### config.mk
export PLATFORM = sky130hd
export DESIGN_NAME = truth_table_sweeper
export DESIGN_NICKNAME = d
export VERILOG_FILES = /design/src/rtl/truth_table_sweeper.sv
export SDC_FILE = /design/constraint.sdc
export NUM_CORES = 1
export LEC_CHECK = 0
export CORE_MARGIN = 1
export CORE_UTILIZATION = 51
export DETAILED_ROUTE_END_ITERATION = 16
export PLACE_DENSITY_LB_ADDON = 0.25
export REMOVE_ABC_BUFFERS = 1
export SYNTH_ARGS = -nofsm -noshare
export SYNTH_HDL_FRONTEND = slang
export SYNTH_SLANG_ARGS = --single-unit
### constraint.sdc
create_clock -name clk -period 2.6 [get_ports clk]
set_clock_uncertainty 0.1 [all_clocks]
set_input_delay 0.78 -clock clk [delete_from_list [all_inputs] [get_ports clk]]
set_output_delay 0.78 -clock clk [all_outputs]
set_load 0.05 [all_outputs]
### src/rtl/truth_table_sweeper.sv
// Truth-table sweeper: steps {in1,in2,in3} through 000..111, waits a settle time,
// samples the gate output and compares the assembled byte with the expected function.
module truth_table_sweeper #(
    parameter int unsigned SETTLE_CYCLES = 4,
    parameter logic [7:0]  EXPECTED      = 8'hED
) (
    input  logic       clk,
    input  logic       rst_n,
    input  logic       start,
    input  logic       abort,
    input  logic       dut_out,
    output logic       in1,
    output logic       in2,
    output logic       in3,
    output logic       busy,
    output logic       done,
    output logic [7:0] measured,
    output logic [7:0] mismatch,
    output logic       pass
);

    typedef enum logic [1:0] {IDLE, SETTLE, SAMPLE, DONE} state_t;

    localparam logic [7:0] CNT_LAST = 8'(SETTLE_CYCLES - 1);

    state_t     state, state_nxt;
    logic [2:0] vec;
    logic [7:0] cnt;
    logic [7:0] diff;

    assign {in1, in2, in3} = vec;
    assign diff            = measured ^ EXPECTED;

    always_ff @(posedge clk or negedge rst_n) begin
        if (!rst_n) state <= IDLE;
        else        state <= state_nxt;
    end

    always_comb begin
        state_nxt = state;
        case (state)
            IDLE:    if (start && !abort) state_nxt = SETTLE;
            SETTLE: begin
                if (abort)                state_nxt = IDLE;
                else if (cnt == CNT_LAST) state_nxt = SAMPLE;
            end
            SAMPLE: begin
                if (abort)                state_nxt = IDLE;
                else if (vec == 3'd7)     state_nxt = DONE;
                else                      state_nxt = SETTLE;
            end
            DONE:                         state_nxt = IDLE;
            default:                      state_nxt = IDLE;
        endcase
    end

    // busy/done are decoded from the next state so they stay registered outputs
    always_ff @(posedge clk or negedge rst_n) begin
        if (!rst_n) begin
            vec      <= '0;
            cnt      <= '0;
            busy     <= 1'b0;
            done     <= 1'b0;
            measured <= '0;
            mismatch <= '0;
            pass     <= 1'b0;
        end else begin
            busy <= (state_nxt == SETTLE) || (state_nxt == SAMPLE);
            done <= (state_nxt == DONE);
            case (state)
                IDLE: begin
                    if (start && !abort) begin
                        vec      <= '0;
                        cnt      <= '0;
                        measured <= '0;
                        mismatch <= '0;
                        pass     <= 1'b0;
                    end
                end
                SETTLE: begin
                    if (abort) vec <= '0;
                    else       cnt <= cnt + 8'd1;
                end
                SAMPLE: begin
                    if (abort) begin
                        vec <= '0;
                    end else begin
                        measured[3'd7 - vec] <= dut_out;
                        // Vector returns to 000 on entry to DONE so the gate sees 000 there
                        if (vec == 3'd7) begin
                            vec <= '0;
                        end else begin
                            vec <= vec + 3'd1;
                            cnt <= '0;
                        end
                    end
                end
                DONE: begin
                    mismatch <= diff;
                    pass     <= (diff == 8'h00);
                    vec      <= '0;
                end
                default: vec <= '0;
            endcase
        end
    end

endmodule

==> results.md, run 1 <==
* Source of the critical timing path: measured[6]
* CTS root buffer: clkbuf_4
* Post-layout instance area at 1960 µm²
* CP Capture Type: output port
* Resize count post-CTS at 0
* Failing checks: DRC
* Vias in the first global route at approximately 1.3k
* CP Max Fanout at 4
* Least-Margin Pin Slew at 0.507 ns
* RSZ-0062 raised after global routing: false
* Reg power frac at between 50% and 60%
* Switching part of the total power at between 20% and 30%
* CTS HTree Levels at 2
* Placed cells at around 220
* Full die area at roughly 3300 µm²
* Buf/Inv on CP at 1
* Hold Startpoint: mismatch[0]
* Crit-path cells: clkdlybuf4s50_1
* Final RePlAce weighted congestion at between 0.8 and 0.9
* Dpl cell area at 1880 µm²
* Cell family with most CP delay: buffers and inverters
* Cell taking the most area after synthesis: dfrtp_1
* N_diodes at 0
* Total CTS buffers at 5
* GRT Total Usage at 23.1%
* Footprint of the multi-input gates at about 700 µm²
* Final worst-path cycle share at between 90% and 100%
* Global-route wire length before repair at ~5600 µm
* FF-to-FF Start: vec[2]
* Final Hold Fails at 0
* Wire per inst at 14.1 µm
* Nets at 209
* Initial Utilization at 55.1%
* Switching pwr at 0.000297 W
* CP required at between 1.5 and 2 ns
* Post-synthesis sequential area ratio at 51.8%
* Die X-Extent at about 57 µm
* Pwr Total at around 0.0011 W
* Crit. path cell count at 1
* DR vias/cell at ~6.1
* Post-DP HPWL at 2360 µm
* Internal Power at ~0.00078 W
* Reg2Reg Depth at 5
* # hold bufs at CTS at 0
* # Post-CTS Setup Buffers at 0
* Clock Path Buffers at 2
* Final Slew Violations at 0
* Synth Cell Area at 1550 µm²
* Fillcell total at 219
* Clock sinks at 32
* Crit-path max cell delay at around 0.83 ns
* Post-synth top flop: dfrtp_1
* Max Fclk at 406 MHz
* Leak pwr at 0.876 nW
* Clk slew on worst S/H paths at ~0.1 ns
* GRT overflow at 0
* Final WL at 3280 µm
* CP max stage cell: clkdlybuf4s50_1
* Ys async rst share at 100%
* Skew-Pair Late Insertion Delay at ~0.33 ns
* Post-synth EDFFs at 0
* Via Count at between 1k and 1.5k
* Syn avg cell area at ~9.4 µm²
* Area Overhead vs Synth at 26.5%
* Core Area at roughly 2800 µm²
* Power Dens Cells at around 550 nW/µm²
* Antenna-violating nets left at 0
* Setup tns final at 0 ns
* DR iter-0 viols at slightly above 50
* Num rows at 19
* Layout cell share with drive strength beyond 1 at under 10%
* Worst Hold Path Cells at 2
* Die height at about 57 µm
* Yosys warning total at 0
* Pin count of the biggest net entering global routing at 33
* Max Cap Viol at 0
* Register area at between 800 and 900 µm²
* IR drop worst, VDD at around 0.34 mV
* Hold Path Class: flop to flop
* Post-Synthesis Cells at approximately 170
* Io pins at 27
* # DRC at 2
* Flops & latches, synth at 32
* Slew headroom at between 60% and 70%
* TritonCTS clock tree: yes
* Final Instance Count excl. Fillers at approximately 230
* Crit path DAT at 1.59 ns
* Status: finished with violations
* Comb power frac at between 10 and 15%
* Core Util, Final at 69.7%
* CP Launch Type: flop
* # port buffers at 26
* Initial antenna violation count at 0
* Critical path class: flop to output port
* Min Tclk post-route at about 2.5 ns
* Distinct cells, synth at 40
* Final setup vio count at 0
* Pre-antenna DRT Iters at 10
* Area share of the largest cell type after synthesis at about half
* Ranking of synthesized cells by area: dfrtp_1 (52%), o21ai_0 (6.1%), nand2_1 (5.3%)
* Clock power share at about a third
## power groups by stage
stage | logic, W | clock network, W | registers, W
after floorplan | 0.0000648 | 0 | 0.000584
after global placement | 0.000149 | 0 | 0.000562
after detailed placement | 0.000153 | 0 | 0.000562
after CTS | 0.000154 | 0.000388 | 0.000553
after global routing | 0.000170 | 0.000402 | 0.000557
final | 0.000153 | 0.000371 | 0.000553
## cell type report
class,count,share of cell area [%]
clock buffers,6,2.11
clock inverters,2,1.79
inverters,3,0.576
multi-input cells,123,36.2
flip-flops and latches,32,40.9
well taps,31,1.98
repair buffers,35,16.4
## sequential cells by signal, summed over array words and instances (netlist names)
register	cells
busy	1
state	2
measured	8
vec	3
mismatch	8
pass	1
done	1
cnt	8
## per-layer routing
layer	track usage, %	vias up	share of wire (%)
met5	0	-	0
met4	12.5	0	2.1
met3	7.03	9	7.2
met2	38.0	62	50
met1	27.3	665	41
li1	-	669	-
## cells in the final DEF, fill, tap and decap left out, types with 2 or more instances in the layout
| master | count |
|---|---|
| nor2_1 | 12 |
| nor3_1 | 2 |
| o31ai_1 | 2 |
| o21ai_1 | 4 |
| buf_4 | 12 |
| or4_1 | 2 |
| clkbuf_4 | 5 |
| dfrtp_1 | 32 |
| ha_1 | 4 |
| o21bai_1 | 2 |
| or3_1 | 2 |
| o21ai_0 | 19 |
| a22oi_1 | 3 |
| and3_1 | 2 |
| a21oi_1 | 9 |
| inv_1 | 3 |
| nand2b_1 | 4 |
| clkdlybuf4s50_1 | 23 |
| nand2_1 | 22 |
| o211ai_1 | 2 |
| xnor2_1 | 2 |
| nand4_1 | 2 |
| a31oi_1 | 2 |
| nor2b_1 | 3 |
| nand3_1 | 6 |
## final timing paths
kind	to	slack [ns]
max	measured[6]	0.13
max in group asynchronous	cnt[3]	1.38
min	mismatch[0]	0.38
min reg2reg	mismatch[0]	0.38
max reg2reg	cnt[5]	0.34
min in group asynchronous	mismatch[6]	0.73
## kinds of logic (layout without fill, tap and decap cells)
| logic type | count (synthesis) | after routing | share of synthesized area (%) |
|---|---|---|---|
| xor+xnor | 2 | 2 | 1.13 |
| simple gates | 65 | 65 | 21.0 |
| compound gates | 52 | 52 | 20.4 |
| fa+ha+maj | 4 | 4 | 3.24 |
| buf+inv | 10 | 46 | 2.43 |
| flops | 32 | 32 | 51.8 |
## cell usage after synthesis (all sizes together) (3+ instances only)
master and count:
nand2 22, a21oi 9, nor2 12, dfrtp 32
clkbuf 7, inv 3, o21ai 23, nor2b 3
ha 4, nand3 6, nand2b 4, a22oi 3
## per-stage QoR
| stage | hold slack [ns] | setup WS [ns] |
|---|---|---|
| final | 0.382 | 0.135 |
| after global routing | 0.409 | 0.0756 |
| after CTS | 0.392 | 0.106 |
| after detailed placement | 0.369 | 0.107 |
| after global placement | 0.360 | 0.168 |
| after floorplan | 0.384 | 0.115 |
Power figures use the tool's default switching activity.
==> run 2, diff against run 1 <==
Settings changed: ABC_AREA set to 1, ABC_CLOCK_PERIOD_IN_PS set to 2600, CORE_UTILIZATION 51 to 53.
==> results.md, run 2 <==
* Status: finished clean
* Post-DP HPWL at between 2000 and 2500 µm
* Slew headroom at 66.8%
* Wire per inst at between 10 and 15 µm
* CP Max Fanout at 7
* Final Instance Count excl. Fillers at 278
* Hold Path Class: flop to flop
* Least-Margin Pin Slew at around 0.5 ns
* Biggest regs: cnt: 8 flops, measured: 8 flops, mismatch: 8 flops
* Vias in the first global route at ~1.3k
* Comb power frac at 22.8%
* Post-Synthesis Cells at between 200 and 250
* N_diodes at 0
* Via Count at 1,420
* Core Area at between 3000 and 4000 µm²
* TritonCTS clock tree: yes
* Io pins at 27
* Final WL at around 3400 µm
* Pre-antenna DRT Iters at 4
* Leak pwr at 0.976 nW
* Worst hold slack at 0.409 ns
* Clock Path Buffers at 2
* Syn avg cell area at around 8.3 µm²
* IR drop worst, VDD at around 0.27 mV
* Crit-path cells: clkdlybuf4s50_1
* Most frequent cell after synthesis: nand2_1
* DR iter-0 viols at 34
* Setup tns final at 0 ns
* Area share of the largest cell type after synthesis at 47.8%
* Post-synth top flop: dfrtp_1
* Global-route wire length before repair at 5600 µm
* Cell taking the most area after synthesis: dfrtp_1
* Commonest non-fill, non-tap cell in the layout: nand2_1
* CTS root buffer: clkbuf_4
* GRT overflow at 0
* Final setup vio count at 0
* Reg power frac at between 50% and 60%
* Buf/Inv on CP at 1
* Most frequent cells after synthesis: nand2_1 (61), dfrtp_1 (32), nand3_1 (20)
* Synth Cell Area at 1670 µm²
* Post-synth EDFFs at 0
* Die height at around 58 µm
* Min Tclk post-route at between 2 and 3 ns
* Max Cap Viol at 0
* CTS HTree Levels at 2
* Clock power share at 26.7%
* # Post-CTS Setup Buffers at 0
* Nets at 242
* RSZ-0062 raised after global routing: false
* Flops & latches, synth at 32
* CP required at approximately 1.7 ns
* Layout cell share with drive strength beyond 1 at 9.40%
* Cell family with most CP delay: buffers and inverters
* CP max stage cell: clkdlybuf4s50_1
* Ys async rst share at 100%
* Post-synthesis sequential area ratio at 47.8%
* Critical path class: flop to output port
* Ranking of synthesized cells by area: dfrtp_1 (48%), nand2_1 (14%), nand3_1 (6.0%)
* Distinct cells, synth at 23
* Final Slew Violations at 0
* Total CTS buffers at 5
* Max Fclk at 397 MHz
* Antenna-violating nets left at 0
* Switching part of the total power at between 30 and 40%
* CP Capture Type: output port
* Switching pwr at ~0.00038 W
* Most frequent cells in the layout: nand2_1 (61), dfrtp_1 (32), clkdlybuf4s50_1 (25)
* Area Overhead vs Synth at 21.3%
* Internal Power at 0.000748 W
* Placed cells at 270
* Initial Utilization at between 50% and 60%
* GRT Total Usage at around 22%
* Pin count of the biggest net entering global routing at 33
* DR vias/cell at 5.11
* # port buffers at 26
* Initial antenna violation count at 0
* Skew-Pair Late Insertion Delay at about 0.34 ns
* Clock sinks at 32
* Final Hold Fails at 0
* Yosys warning total at 0
* # DRC at 0
* Full die area at roughly 3400 µm²
* Crit-path max cell delay at approximately 0.84 ns
* Crit path DAT at ~1.6 ns
* Die X-Extent at 58.2 µm
* Final RePlAce weighted congestion at 0.886
* CP Launch Type: flop
* Fillcell total at 260
* Num rows at 20
* Final worst-path cycle share at 97.0%
* Power Dens Cells at between 500 and 600 nW/µm²
* Clk slew on worst S/H paths at about 0.1 ns
run 2: cell count changes after synthesis, sizes merged, moves of 3 or more:
cell    change
inv        +16
clkbuf      -7
o21ai       +3
a22oi       -3
nand3      +17
nand2      +41
nor3        +7
a21oi       -7
buf         +4
nand2b      -4
nor2b       -3
run 2: cells by family after synthesis:
logic type / count (synthesis) / share of synthesized area, %
adder cells (fa/ha/maj): 4 / 2.99
buffers and inverters: 24 / 7.10
flip-flops: 32 / 47.8
AND/OR/NAND/NOR: 113 / 33.3
AO/OA/AOI/OAI: 29 / 8.82
run 2: path summary, 6_finish.rpt:
| path | end | slack [ns] | cells after the start | start |
|---|---|---|---|---|
| max | in2 | 0.08 | 1 | vec[1] |
| min | mismatch[4] | 0.41 | 2 | mismatch[4] |
| max reg2reg | cnt[4] | 0.75 | 7 | vec[0] |
| min reg2reg | mismatch[4] | 0.41 | 2 | mismatch[4] |
| max in group asynchronous | state[1] | 1.37 | 2 | rst_n |
| min in group asynchronous | vec[0] | 0.74 | 2 | rst_n |
run 2: layout make-up:
type                       count  area [µm²]  area share, %
inverter                      20        80.1           3.94
clock inverter                 1        7.51          0.370
timing repair buffer          28         278           13.7
sequential                    32         801           39.4
multi-input combinational    146         754           37.2
tap                           44        55.1           2.71
clock buffer                   7        55.1           2.71
run 2: power by group through the flow:
stage          Combinational, W  Sequential, W  Clock, W
2_1_floorplan          0.000130       0.000626         0
3_3_place_gp           0.000253       0.000583         0
3_5_place_dp           0.000257       0.000583         0
4_1_cts                0.000258       0.000573  0.000312
5_1_grt                0.000288       0.000578  0.000327
6_report               0.000258       0.000573  0.000302
run 2: layer usage:
metal / part of all wire [%] / GRT usage, % / up-vias / wire [µm]
li1: - / - / 728 / -
met3: 3.8 / 6.25 / 4 / 128
met2: 42 / 31.0 / 29 / 1430
met4: 1.1 / 7.14 / 0 / 36
met5: 0 / 0 / - / 0
met1: 53 / 32.8 / 659 / 1770
run 2: timing repair:
item,4_1_cts,5_1_grt
setup endpoints to repair,0,1
resized for setup,0,1
hold buffers,0,0
run 2: stage by stage:
| step | setup slack [ns] | total power, W | util, % | cell area [µm²] |
|---|---|---|---|---|
| final | 0.0783 | 0.00113 | 67.1 | 2030 |
| after floorplan | 0.769 | 0.000756 | - | 1640 |
| after detailed placement | 0.313 | 0.000840 | 64.9 | 1970 |
| after global routing | 0.0373 | 0.00119 | 67.1 | 2030 |
| after CTS | 0.0504 | 0.00114 | 67.0 | 2030 |
| after global placement | 0.349 | 0.000835 | 64.9 | 1970 |
